$ cat config.mk
export PLATFORM = sky130hd
export DESIGN_NAME = pipelined_barrel_shifter
export DESIGN_NICKNAME = d
export VERILOG_FILES = /design/src/rtl/bshift_pkg.sv /design/src/rtl/pipelined_barrel_shifter_mux2to1_n.sv /design/src/rtl/pipelined_barrel_shifter.sv
export SDC_FILE = /design/constraint.sdc
export NUM_CORES = 1
export LEC_CHECK = 0
export CELL_PAD_IN_SITES_DETAIL_PLACEMENT = 1
export CELL_PAD_IN_SITES_GLOBAL_PLACEMENT = 1
export CORE_UTILIZATION = 48
export CTS_BUF_LIST = sky130_fd_sc_hd__clkbuf_8
export CTS_CLUSTER_SIZE = 10
export DETAILED_ROUTE_END_ITERATION = 7
export PLACE_DENSITY = 0.83
export RECOVER_POWER = 25
export SLEW_MARGIN = 5
export SYNTH_ARGS = -nofsm -noshare
export SYNTH_HDL_FRONTEND = slang
export SYNTH_HIERARCHICAL = 1
export SYNTH_SLANG_ARGS = --single-unit
$ cat constraint.sdc
create_clock -name clk -period 2 [get_ports clk]
set_input_delay 0.6 -clock clk [delete_from_list [all_inputs] [get_ports clk]]
set_output_delay 0.6 -clock clk [all_outputs]
set_load 0.005 [all_outputs]
$ cat src/rtl/bshift_pkg.sv
// Shared types for the pipelined barrel shifter: operation encoding and direction constant.
package bshift_pkg;

   typedef enum logic [1:0] {
      OP_LOGICAL = 2'd0,
      OP_ARITH   = 2'd1,
      OP_ROTATE  = 2'd2,
      OP_RSVD    = 2'd3
   } shift_op_t;

   localparam logic SHIFT_DIR_LEFT = 1'b1;

endpackage

$ cat src/rtl/pipelined_barrel_shifter_mux2to1_n.sv
// N-bit two-way selector used by every shifter stage (sel=1 picks in1).
module mux2to1_n #(
   parameter int N = 8
) (
   input  logic [N-1:0] in0,
   input  logic [N-1:0] in1,
   input  logic         sel,
   output logic [N-1:0] y
);

   assign y = sel ? in1 : in0;

endmodule

$ cat src/rtl/pipelined_barrel_shifter.sv
// Log-depth pipelined barrel shifter: stage k shifts by 2^k, one global stall enable.
// Optional macro BSHIFT_ROTATE_EN adds rotate; without it ROTATE behaves as LOGICAL.
module pipelined_barrel_shifter
   import bshift_pkg::*;
#(
   parameter int WIDTH   = 8,
   parameter int SHAMT_W = $clog2(WIDTH)
) (
   input  logic               clk,
   input  logic               rst,
   input  logic               in_valid,
   output logic               in_ready,
   input  logic [WIDTH-1:0]   in_data,
   input  logic [SHAMT_W-1:0] in_shamt,
   input  logic               in_dir,
   input  logic [1:0]         in_op,
   output logic               out_valid,
   input  logic               out_ready,
   output logic [WIDTH-1:0]   out_data
);

   logic en;

   // Fixed-distance shift for one stage; arithmetic right relies on the msb
   // already being the original sign, since earlier stages sign-filled it.
   function automatic logic [WIDTH-1:0] shift_by(input logic [WIDTH-1:0] d,
                                                 input logic dir,
                                                 input shift_op_t op,
                                                 input int unsigned amt);
      logic [WIDTH-1:0] r;
      r = (dir == SHIFT_DIR_LEFT) ? (d << amt) : (d >> amt);
      if (op == OP_ARITH && dir != SHIFT_DIR_LEFT)
         r = $signed(d) >>> amt;
`ifdef BSHIFT_ROTATE_EN
      if (op == OP_ROTATE)
         r = (dir == SHIFT_DIR_LEFT) ? ((d << amt) | (d >> (WIDTH - amt)))
                                     : ((d >> amt) | (d << (WIDTH - amt)));
`endif
      return r;
   endfunction

   assign en       = !(out_valid && !out_ready);
   assign in_ready = en;

   for (genvar k = 0; k < SHAMT_W; k++) begin : g_stage
      logic [WIDTH-1:0]   d_in, d_shift, d_next;
      logic               v_in, dir_in;
      shift_op_t          op_in;
      logic [SHAMT_W-1:0] sh_in;
      logic [WIDTH-1:0]   data_p;
      logic               vld_p;

      if (k == 0) begin : g_src
         assign d_in   = in_data;
         assign v_in   = in_valid;
         assign dir_in = in_dir;
         assign op_in  = shift_op_t'(in_op);
         assign sh_in  = in_shamt;
      end else begin : g_src
         assign d_in   = g_stage[k-1].data_p;
         assign v_in   = g_stage[k-1].vld_p;
         assign dir_in = g_stage[k-1].g_carry.dir_p;
         assign op_in  = g_stage[k-1].g_carry.op_p;
         assign sh_in  = g_stage[k-1].g_carry.shamt_p;
      end

      assign d_shift = shift_by(d_in, dir_in, op_in, 32'd1 << k);

      // Current shamt bit always sits at position 0; carried copy is pre-shifted.
      mux2to1_n #(.N(WIDTH)) u_sel (
         .in0 (d_in),
         .in1 (d_shift),
         .sel (sh_in[0]),
         .y   (d_next)
      );

      always_ff @(posedge clk or posedge rst) begin
         if (rst) begin
            vld_p  <= 1'b0;
            data_p <= '0;
         end else if (en) begin
            vld_p  <= v_in;
            data_p <= d_next;
         end
      end

      if (k < SHAMT_W - 1) begin : g_carry
         logic               dir_p;
         shift_op_t          op_p;
         logic [SHAMT_W-1:0] shamt_p;

         always_ff @(posedge clk or posedge rst) begin
            if (rst) begin
               dir_p   <= 1'b0;
               op_p    <= OP_LOGICAL;
               shamt_p <= '0;
            end else if (en) begin
               dir_p   <= dir_in;
               op_p    <= op_in;
               shamt_p <= sh_in >> 1;
            end
         end
      end
   end

   assign out_valid = g_stage[SHAMT_W-1].vld_p;
   assign out_data  = g_stage[SHAMT_W-1].data_p;

endmodule

### Word-level counts from Yosys, hierarchy flattened

Cells that the tools add are included.

| cells by class | value |
|---|---|
| equal/unequal tests | 3 |
| mux-type cells | 9 |
| bitwise operators | 3 |
| reductions and logical operators | 6 |

Operators by type and width:

| operator | number |
|---|---|
| 8-bit 2-to-1 mux | 9 |
| 2-bit by 1-bit equality test with 1-bit output (second input constant) | 3 |
| 1-bit logical AND | 4 |
| 1-bit NOT | 3 |
| 1-bit logical NOT | 2 |

| word-level totals | value |
|---|---|
| register bits after elaboration | 36 |
| input bits | 18 |
| output and inout bits | 10 |
| logic and storage cells | 33 |

### Longest topological paths before layout

Gate-level depths: netlist of the first run.

| depth | value |
|---|---|
| depth after elaboration | 4 |
| gate-level depth with buffers | 5 |
| gate-level depth less buffers | 4 |

### Modules after synthesis

The synthesis of the first run kept the hierarchy.

Modules (own cells, without submodules):

| module | instances | cells an instance | area an instance (µm²) | seq. area each (µm²) |
|---|---|---|---|---|
| pipelined_barrel_shifter | 1 | 110 | 1,762.9 | 900.9 |
| mux2to1_n | 3 | 9 | 131.4 | 0.0 |

### Worst setup path before layout of the first run

No wires, ideal clock.

| timing path | value |
|---|---|
| path kind | in2reg |
| start point | in in_dir |
| end point | reg g_stage[0].data_p[2] |
| setup time | 125 ps |
| arrival | 1,611 ps |
| required time | 1,875 ps |
| slack | 264 ps |
| stages | 4 |
| buffers on the path | 1 |
| cell sequence | buf_2 > mux2_2 > mux2_4 > mux2_4 |

| on the way | value |
|---|---|
| word-level cells in the longest chain between the ends | 4 |
| elaborated cells on any way between the ends | 5 |
| those cells by class | 3 x mux; 1 x bitwise; 1 x reduce/logical |

Ends and longest elaborated chain:

| what | line | RTL |
|---|---|---|
| from (decl) | pipelined_barrel_shifter.sv:15 | `input logic in_dir,` |
| 1-bit NOT | pipelined_barrel_shifter.sv:32 | `if (op == OP_ARITH && dir != SHIFT_DIR_LEFT)` |
| 1-bit logical AND | pipelined_barrel_shifter.sv:32 |  |
| 8-bit 2-to-1 mux (*) | pipelined_barrel_shifter.sv:32 |  |
| named net g_stage[0].d_shift[2] | pipelined_barrel_shifter.sv:46 | `logic [WIDTH-1:0] d_in, d_shift, d_next;` |
| 8-bit 2-to-1 mux (*) | pipelined_barrel_shifter_mux2to1_n.sv:11 | `assign y = sel ? in1 : in0;` |
| named net g_stage[0].d_next[2] | pipelined_barrel_shifter.sv:46 |  |
| to (signal assigned) | pipelined_barrel_shifter.sv:83 | `data_p <= d_next;` |
| to (decl) | pipelined_barrel_shifter.sv:50 | `logic [WIDTH-1:0] data_p;` |

Mark *: on every way through the listed nets, which the timed path passes. The rest lies on a longest branch.
A chain may end at the register's enable or synchronous reset.

### Final worst setup path of the first run

| timing path | value |
|---|---|
| start point | in out_ready |
| end point | out in_ready |

| on the way | value |
|---|---|
| word-level cells in the longest chain between the ends | 3 |

Ends and longest elaborated chain:

| what | line | RTL |
|---|---|---|
| from (decl) | pipelined_barrel_shifter.sv:18 | `input logic out_ready,` |
| 1-bit logical NOT | pipelined_barrel_shifter.sv:42 | `assign en = !(out_valid && !out_ready);` |
| 1-bit logical AND | pipelined_barrel_shifter.sv:42 |  |
| 1-bit logical NOT | pipelined_barrel_shifter.sv:42 |  |
| to (decl) | pipelined_barrel_shifter.sv:12 | `output logic in_ready,` |

No other way between the ends.

==> results of run 1 <==
-- synthesized netlist by cell type (all sizes together) --
cell	n	area, µm²
mux2	69	972
dfrtp	36	901
buf	10	129
nor2b	8	57.6
a21o	6	45.0
inv	2	7.51
and4bb	1	12.5
nand2	1	3.75
nand3b	1	7.51
nor4bb	1	10.0
o21ai	1	5.00
or2	1	6.26
-- cells by family after synthesis --
logic type / share of synthesized area (%)
compound gates: 2.32
buf+inv: 6.32
flops: 41.8
simple gates: 4.52
mux: 45.1
-- flip-flops by register name (all words and copies together), names as in the netlist --
name,flops
g_stage.vld_p,2
g_stage.g_carry.shamt_p,3
out_data,8
out_valid,1
g_stage.g_carry.op_p,4
g_stage.data_p,16
g_stage.g_carry.dir_p,2
-- where the power goes --
| part | total, mW | internal (mW) | switching [mW] |
|---|---|---|---|
| Sequential | 1.22 | 0.975 | 0.245 |
| Combinational | 1.16 | 0.869 | 0.286 |
| Clock | 0.519 | 0.271 | 0.248 |
-- cell type report --
type / instances / area, µm² / area share [%]
timing repair buffer: 30 / 299 / 12.0
sequential: 36 / 901 / 36.3
inverter: 2 / 7.51 / 0.302
multi-input combinational: 89 / 1120 / 45.1
tap: 52 / 65.1 / 2.62
clock buffer: 6 / 82.6 / 3.33
clock inverter: 2 / 7.51 / 0.302
-- worst register-to-register path, delay by kind of cell (launching register included) --
family,cells,cell delay (ns)
DFF,1,0.53
AOI/OAI and AO/OA,1,0.17
muxes,2,0.52
and+or+nand+nor,1,0.31
-- through the flow --
stage	instance area (µm²)	setup slack [ns]	hold WS, ns	power [mW]	setup TNS [ns]
after floorplan	2160	0.264	0.440	2.14	0
after global placement	2400	-0.291	0.453	2.34	-6.51
after detailed placement	2400	-0.355	0.459	2.42	-8.48
after CTS	2480	0.111	0.474	2.94	0
after global routing	2480	0.0954	0.511	3.06	0
final	2480	0.123	0.474	2.89	0
-- metal layers --
| metal | vias to the layer above | GRT usage (%) | share of wire [%] |
|---|---|---|---|
| li1 | 540 | - | - |
| met1 | 565 | 17.8 | 40 |
| met2 | 30 | 28.6 | 54 |
| met3 | 8 | 4.53 | 3.9 |
| met4 | 0 | 6.80 | 1.8 |
| met5 | - | 0 | 0 |
-- worst paths after layout --
path / startpoint / end / slack, ns / depth (start not counted)
setup / recovery: out_ready / in_ready / 0.12 / 4
hold / removal: g_stage[1].vld_p / out_valid / 0.47 / 1
setup reg to reg: g_stage[1].g_carry.dir_p / out_data[4] / 0.36 / 4
hold reg to reg: g_stage[1].vld_p / out_valid / 0.47 / 1
max in group asynchronous: rst / g_stage[0].data_p[5] / 0.42 / 3
min in group asynchronous: rst / out_data[2] / 1.02 / 3
-- what timing repair did --
action | in CTS | in global routing
endpoints found under the hold margin | 0 | 0
resized for setup | 3 | 0
endpoints found under the setup margin | 7 | 0
==> metrics.cfg, run 1 <==
[global_route]
grt_pass1_vias=1193
grt_overflow=0
grt_max_degree=37
grt_pass1_wl_mm=5.86
grt_use_total_pct=16.1
antenna_found_initial=0

[cts]
cts.clk_slew.worst_paths_ns=0.06
clock_path_buffers=2
cts_made_buffers=5
cts_max_level=2
cts_tree=built
clock_tree.root_cell=clkbuf_8
post_cts_buffers=0
insertion_delay_ns=0.29
cts_sinks=36
ctsHoldBuffers=0

[setup_path]
cp_cell_sequence=dlygate4sd2_1 -> nor2b_4 -> inv_1 -> dlygate4sd2_1
cpMostUsedCell=dlygate4sd2_1
critPathLaunchType=input pin
cp_data_arrival_time_ns=1.28
crit_path_max_incr_delay_ns=0.26
crit_slowest_cell=dlygate4sd2_1
critPathBufInv=3
cp_max_fo=2
worstPathRequired_ns=1.40
critical_path_class=input pin to primary output
end_kind=primary output
critPathTopFamily=buffers and inverters

[power]
ir_drop_mv=0.355
power_leakage_nw=1.19
powerDensity_mw_per_mm2=1170

[synthesis]
synth.net_count=155
yosysSeqAreaShare_pct=41.8
synth_cell_types=16
synth_area_mm2=0.00216
synth_warnings=6
synth_area_per_cell_um2=15.7
yosys_register_bits=36
netlist_instances=137

[finish]
utilization_pct=57.4
syn_to_final_growth_pct=15.1
finalNetCount=182
layout-drive-gt1-share_pct=49.1
antenna_cells=0
final_common_cell=mux2_4
final_cell_mix=mux2_4 (52), dfrtp_1 (36), clkdlybuf4s50_1 (23)
final_cell_count_no_fill=217
fill_cells=428

[job]
maxCapViolations=0

[die]
die_x_um=69.0
pin_count=28
num_rows=24
dieArea_mm2=0.00477
coreArea_mm2=0.00432
start_util_pct=49.9
dieHeight_um=69.0

[place]
dpl.hpwl_mm=2.59
numPlacedInstances=209
io_buffer_count=27
gp_congestion=0.694

[sta]
rsz0062_at_grt=no
final_max_slew_viol_count=0
hold_violations=0
period_needed_ns=1.88
setup_viol=0
fin_worst_skew_ns=0.00488
relSlewSlack_pct=41.1
fmax_mhz=533
tightest_slew_ns=0.884
min_period_over_period_pct=93.8

[routing]
drtIter0Drc=66
vias_per_cell=5.27
drt_wl_total_mm=3.51
wl_per_cell_um=16.2
num_vias=1143
ant_nets=0
drtPass1Iterations=4
route.detailed.drc=0

[outcome]
status=finished, final reports clean

[worst_hold_path]
hold_path_class=flop to flop

Power figures use the tool's default switching activity.
==> inputs of run 2 (changes only) <==
--- a/config.mk
+++ b/config.mk
@@ -5,8 +5,10 @@
 export SDC_FILE = /design/constraint.sdc
 export NUM_CORES = 1
 export LEC_CHECK = 0
+export CAP_MARGIN = 20
 export CELL_PAD_IN_SITES_DETAIL_PLACEMENT = 1
 export CELL_PAD_IN_SITES_GLOBAL_PLACEMENT = 1
+export CORE_MARGIN = 3
 export CORE_UTILIZATION = 48
 export CTS_BUF_LIST = sky130_fd_sc_hd__clkbuf_8
 export CTS_CLUSTER_SIZE = 10
==> constraint.sdc (replaced) <==
create_clock -name clk -period 2 [get_ports clk]
set_input_delay 0.2 -clock clk [delete_from_list [all_inputs] [get_ports clk]]
set_output_delay 0.2 -clock clk [all_outputs]
set_load 0.005 [all_outputs]
==> run 2 against run 1 <==
Against the previous run: clock skew is 0.0021 ns lower; clock power is 1% lower; first-iteration DRC count is 24% lower; cell count is 0.46% lower; critical endpoint is now g_stage[0].data_p[1].
==> metrics.cfg, run 2 (same netlist as run 1, synthesis figures left out) <==
[setup_path]
cp_cell_sequence=clkdlybuf4s50_1 -> mux2_2 -> mux2_4 -> mux2_4
end_kind=flop
worstPathRequired_ns=2.17  ; +0.77 ns
critPathBufInv=1  ; -2
crit_slowest_cell=clkdlybuf4s50_1
cpMostUsedCell=mux2_4
crit_path_max_incr_delay_ns=0.69  ; +0.43 ns
reg2reg_slack_ns=0.39  ; +0.03 ns
critPathLaunchType=input pin
critPathTopFamily=multiplexers
critical_path_class=input pin to flop
cp_data_arrival_time_ns=1.81  ; +0.53 ns
cp_max_fo=10  ; +8

[finish]
fin_area_mm2=0.00249  ; +0.35%
final_cell_mix=mux2_4 (52), dfrtp_1 (36), clkdlybuf4s50_1 (26)
largest_reg_flops=16  ; unchanged
antenna_cells=0  ; unchanged
regMostFlops=g_stage.data_p
final_common_cell=mux2_4
layout-drive-gt1-share_pct=49.4  ; +0.31 points
fill_cells=410  ; -4.2%
final_cell_count_no_fill=216  ; -0.46%
utilization_pct=59.7  ; +2.3 points
finalNetCount=183  ; +0.55%
syn_to_final_growth_pct=15.5

[outcome]
status=finished, final reports clean

[cts]
cts_max_level=2  ; unchanged
cts.clk_slew.worst_paths_ns=0.07  ; about the same
cts_tree=built
clock_path_buffers=2  ; unchanged
ctsHoldBuffers=0  ; unchanged
insertion_delay_ns=0.28  ; about the same
clock_tree.root_cell=clkbuf_8
post_cts_buffers=0  ; unchanged
cts-resized-gates=0  ; -3
cts_sinks=36  ; unchanged
cts_made_buffers=5  ; unchanged

[power]
clkPwrFrac_pct=17.6  ; -0.3 points
pwr-share-comb_pct=41.1  ; +1.2 points
p_sw_mw=0.778  ; -0.26%
ir_drop_mv=0.387  ; +9.1%
swShare_pct=26.7  ; -0.26 points
power_leakage_nw=1.20  ; +0.13%
powerDensity_mw_per_mm2=1170  ; +0.34%
seqPwrFrac_pct=41.3  ; -0.9 points
total_power_mw=2.91  ; +0.70%
p_int_mw=2.14  ; +1.0%

[routing]
route.detailed.drc=0  ; unchanged
dr_wl_met3_um=169  ; +24%
wl_per_cell_um=16.1  ; -0.80%
drtIter0Drc=50  ; -24%
wl_met1_mm=1.51  ; +6.3%
ant_nets=0  ; unchanged
drt_wl_total_mm=3.47  ; -1.3%
vias_per_cell=5.26  ; about the same
num_vias=1137  ; -0.52%
highest_layer=met4
drtPass1Iterations=2  ; -2
route.met2.wl_mm=1.71  ; -9.5%

[place]
placed_area_mm2=0.00240  ; +0.21%
numPlacedInstances=208  ; -0.48%
pre_cts_slack_ns=0.0532  ; +0.409 ns
gp_congestion=0.736  ; +6.0%
dpl.hpwl_mm=2.59  ; +0.22%
io_buffer_count=27  ; unchanged

[sta]
fmax_mhz=609  ; +14%
relSlewSlack_pct=41.5  ; +0.40 points
min_period_over_period_pct=82.0  ; -12 points
tns_ns=0  ; unchanged
setup_viol=0  ; unchanged
fin_worst_skew_ns=0.00282  ; -0.00207 ns
rsz0062_at_grt=no
whs_ns=0.486  ; +0.0117 ns
fin_ws_ns=0.359  ; +0.236 ns
hold_violations=0  ; unchanged
final_max_slew_viol_count=0  ; unchanged
tightest_slew_ns=0.878  ; -0.00600 ns
period_needed_ns=1.64  ; -0.236 ns

[global_route]
grt_pass1_vias=1231  ; +3.2%
grt_overflow=0  ; unchanged
grt_use_total_pct=14.8  ; -1.3 points
antenna_found_initial=0  ; unchanged
grt_max_degree=37  ; unchanged
grt_pass1_wl_mm=5.92  ; +1.1%

[job]
maxCapViolations=0  ; unchanged

[die]
dieHeight_um=73.0  ; +5.8%
die_x_um=73.0  ; +5.8%
pin_count=28  ; unchanged
start_util_pct=51.7  ; +1.8 points
dieArea_mm2=0.00533  ; +12%
num_rows=23  ; -4.2%
coreArea_mm2=0.00417  ; -3.5%

[worst_hold_path]
hold_path_class=flop to flop

-- run 2: cell types whose count changed in the layout (fill, tap and decap cells not counted) --
cell / before / now
clkdlybuf4s50_1: 23 / 26
dlygate4sd2_1: 3 / 0
buf_4: 1 / 2
-- run 2: worst paths after layout --
kind	from	end	depth (start not counted)
worst max register to register	g_stage[0].g_carry.dir_p	g_stage[1].data_p[7]	4
worst min register to register	g_stage[1].vld_p	out_valid	1
worst max-delay path	in_dir	g_stage[0].data_p[1]	4
min in group asynchronous	rst	out_data[4]	3
worst min-delay path	g_stage[1].vld_p	out_valid	1
max in group asynchronous	rst	g_stage[0].g_carry.dir_p	3
-- run 2: final cells by class --
| cell class | count | area [µm²] | share of cell area (%) |
|---|---|---|---|
| multi-input cells | 89 | 1120 | 45.0 |
| flip-flops and latches | 36 | 901 | 36.2 |
| repair buffers | 31 | 310 | 12.5 |
| clock buffers | 6 | 82.6 | 3.31 |
| well taps | 50 | 62.6 | 2.51 |
| clock inverters | 2 | 7.51 | 0.301 |
| inverters | 2 | 7.51 | 0.301 |
-- run 2: worst reg2reg max path: stages, from the launching register on --
cell and delay (ns):
dfrtp_1 0.52, nor4bb_1 0.61, a21o_1 0.16, mux2_4 0.14
mux2_4 0.13
-- run 2: per-layer routing --
layer  GRT usage (%)  up-vias
met5               0        -
met4            6.76        0
met3            3.72        6
met2            24.6       30
met1            17.8      563
li1                -      538
-- run 2: power by group through the flow --
stage	clock (mW)	combinational [mW]	sequential (mW)
after CTS	0.533	1.22	1.21
after floorplan	0	1.02	1.12
after global placement	0	1.18	1.19
after detailed placement	0	1.21	1.22
final	0.513	1.20	1.20
after global routing	0.561	1.29	1.25
==> inputs of run 3 (changes only) <==
--- a/config.mk
+++ b/config.mk
@@ -9,11 +9,11 @@
 export CELL_PAD_IN_SITES_DETAIL_PLACEMENT = 1
 export CELL_PAD_IN_SITES_GLOBAL_PLACEMENT = 1
 export CORE_MARGIN = 3
-export CORE_UTILIZATION = 48
+export CORE_UTILIZATION = 43
 export CTS_BUF_LIST = sky130_fd_sc_hd__clkbuf_8
 export CTS_CLUSTER_SIZE = 10
 export DETAILED_ROUTE_END_ITERATION = 7
-export PLACE_DENSITY = 0.83
+export PLACE_DENSITY = 0.79
 export RECOVER_POWER = 25
 export SLEW_MARGIN = 5
 export SYNTH_ARGS = -nofsm -noshare
==> constraint.sdc (replaced) <==
create_clock -name clk -period 1.32 [get_ports clk]
set_input_delay 0.132 -clock clk [delete_from_list [all_inputs] [get_ports clk]]
set_output_delay 0.132 -clock clk [all_outputs]
set_load 0.005 [all_outputs]
==> run 3 against run 2 <==
Against the previous run: the run now ends with negative setup slack left; register-to-register slack worse by 0.55 ns; sequential cell count unchanged; cell count rose by 17%; combinational power rose by 80%; cell area up 12%; clock skew up 0.0023 ns; hold slack lost 0.026 ns; clock-buffer cell count is 1 lower; non-clock buffer count up 20; utilization down 1.3 points.
==> metrics.cfg, run 3 (same netlist as run 1, synthesis figures left out) <==
[routing]
route.detailed.drc=0  ; unchanged
num_vias=1242  ; +9.2%
ant_nets=0  ; unchanged
drtIter0Drc=28  ; -44%
drt_wl_total_mm=4.03  ; +16%
vias_per_cell=4.91  ; -6.7%
drtPass1Iterations=3  ; +1
wl_per_cell_um=15.9  ; -0.87%

[die]
coreArea_mm2=0.00479  ; +15%
pin_count=28  ; unchanged
die_x_um=76.8  ; +5.2%
start_util_pct=45.1  ; -6.6 points
dieArea_mm2=0.00590  ; +11%
num_rows=25  ; +8.7%
dieHeight_um=76.8  ; +5.2%

[sta]
setup_viol=12  ; +12
min_period_over_period_pct=112
tightest_slew_ns=0.862  ; -0.0161 ns
fmax_mhz=676
hold_violations=0  ; unchanged
period_needed_ns=1.48
final_max_slew_viol_count=0  ; unchanged
relSlewSlack_pct=42.5  ; +1.1 points
fin_worst_skew_ns=0.00515  ; +0.00234 ns
fin_ws_ns=-0.159  ; -0.519 ns
rsz0062_at_grt=yes

[finish]
fin_area_mm2=0.00280  ; +12%
final_common_cell=mux2_4
fill_cells=471  ; +15%
regMostFlops=g_stage.data_p
antenna_cells=0  ; unchanged
syn_to_final_growth_pct=29.6
layout-drive-gt1-share_pct=58.1  ; +8.7 points
largest_reg_flops=16  ; unchanged
final_cell_mix=mux2_4 (59), dfrtp_1 (34), clkdlybuf4s50_1 (18)
finalNetCount=203  ; +11%
utilization_pct=58.4  ; -1.3 points

[job]
maxCapViolations=0  ; unchanged

[setup_path]
worstSetupPathDepth=3  ; -1
crit_path_max_incr_delay_ns=0.51  ; -0.18 ns
cp_data_arrival_time_ns=1.65  ; -0.16 ns
cpMostUsedCell=mux2_4
cp_cell_sequence=mux2_4 -> mux2_4 -> mux2_4
critical_path_class=flop to flop
cp_max_fo=8  ; -2
critPathBufInv=0  ; -1
critPathTopFamily=multiplexers
worstPathRequired_ns=1.49  ; -0.68 ns
end_kind=flop
worstRegToRegCells=3  ; -1
critPathLaunchType=flop
crit_slowest_cell=dfrtp_2

[global_route]
grt_use_total_pct=14.0  ; -0.83 points
grt_overflow=0  ; unchanged
antenna_found_initial=0  ; unchanged
grt_pass1_wl_mm=6.49  ; +9.7%
grt_max_degree=37  ; unchanged
grt_pass1_vias=1329  ; +8.0%

[place]
io_buffer_count=27  ; unchanged
pre_cts_slack_ns=-0.544  ; -0.597 ns
placed_area_mm2=0.00257  ; +7.1%
dpl.hpwl_mm=2.87  ; +11%
gp_congestion=0.730  ; -0.83%

[cts]
cts_sinks=36  ; unchanged
cts.clk_slew.worst_paths_ns=0.08  ; about the same
insertion_delay_ns=0.29  ; about the same
cts_made_buffers=5  ; unchanged
ctsHoldBuffers=0  ; unchanged
clock_path_buffers=2  ; unchanged
clock_tree.root_cell=clkbuf_8
cts_max_level=2  ; unchanged
cts_tree=built

[power]
powerDensity_mw_per_mm2=1770  ; +51%
ir_drop_mv=0.733  ; +89%
power_leakage_nw=1.41  ; +18%

[worst_hold_path]
whs_path_depth=2  ; +1
hold_path_class=input pin to flop

[outcome]
violations=negative setup slack
status=finished, violations left

[run 3: area by class of cell]
type,instances,area [µm²],area share [%]
multi-input combinational,89,1150,41.3
sequential,36,903,32.3
timing repair buffer,51,531,19.0
tap,67,83.8,3.00
clock buffer,5,68.8,2.46
clock inverter,3,46.3,1.66
inverter,2,7.51,0.269
[run 3: what timing repair did]
action / 4_1_cts / 5_1_grt
cloned: 0 / 1
pin swaps: 3 / 0
buffers inserted: 5 / 2
resized for setup: 7 / 12
setup endpoints to repair: 24 / 27
[run 3: path summary, 6_finish.rpt]
path	from	endpoint	slack, ns
min in group asynchronous	rst	g_stage[0].data_p[2]	0.55
hold reg to reg	g_stage[1].vld_p	out_valid	0.48
setup reg to reg	g_stage[0].g_carry.dir_p	g_stage[1].data_p[4]	-0.16
hold / removal	in_valid	g_stage[0].vld_p	0.46
setup / recovery	g_stage[0].g_carry.dir_p	g_stage[1].data_p[4]	-0.16
max in group asynchronous	rst	g_stage[1].g_carry.shamt_p[0]	0.18
[run 3: per-layer routing]
metal / part of all wire, % / wire length [µm] / global-route usage (%)
met3: 3.8 / 155 / 4.23
met1: 39 / 1570 / 15.0
met2: 56 / 2240 / 25.2
met5: 0 / 0 / 0
met4: 1.5 / 61 / 5.98
[run 3: metrics by stage]
step	power, mW	std cells	setup TNS, ns	hold WS, ns
floorplan	3.29	137	-0.872	0.281
global placement	3.75	238	-6.85	0.452
detailed placement	3.86	238	-7.76	0.474
CTS	4.91	250	-1.51	0.195
global route	5.26	253	-2.40	0.456
finish	4.95	253	-1.52	0.460
[run 3: worst reg2reg max path, cell delays in order, from the launching register on]
cell and delay, ns:
dfrtp_2 0.51, mux2_4 0.33, mux2_4 0.26, mux2_4 0.27
[run 3: report_power, final]
part / internal [mW] / switching [mW]
Clock: 0.569 / 0.411
Combinational: 1.59 / 0.574
Sequential: 1.48 / 0.330
Total: 3.63 / 1.31
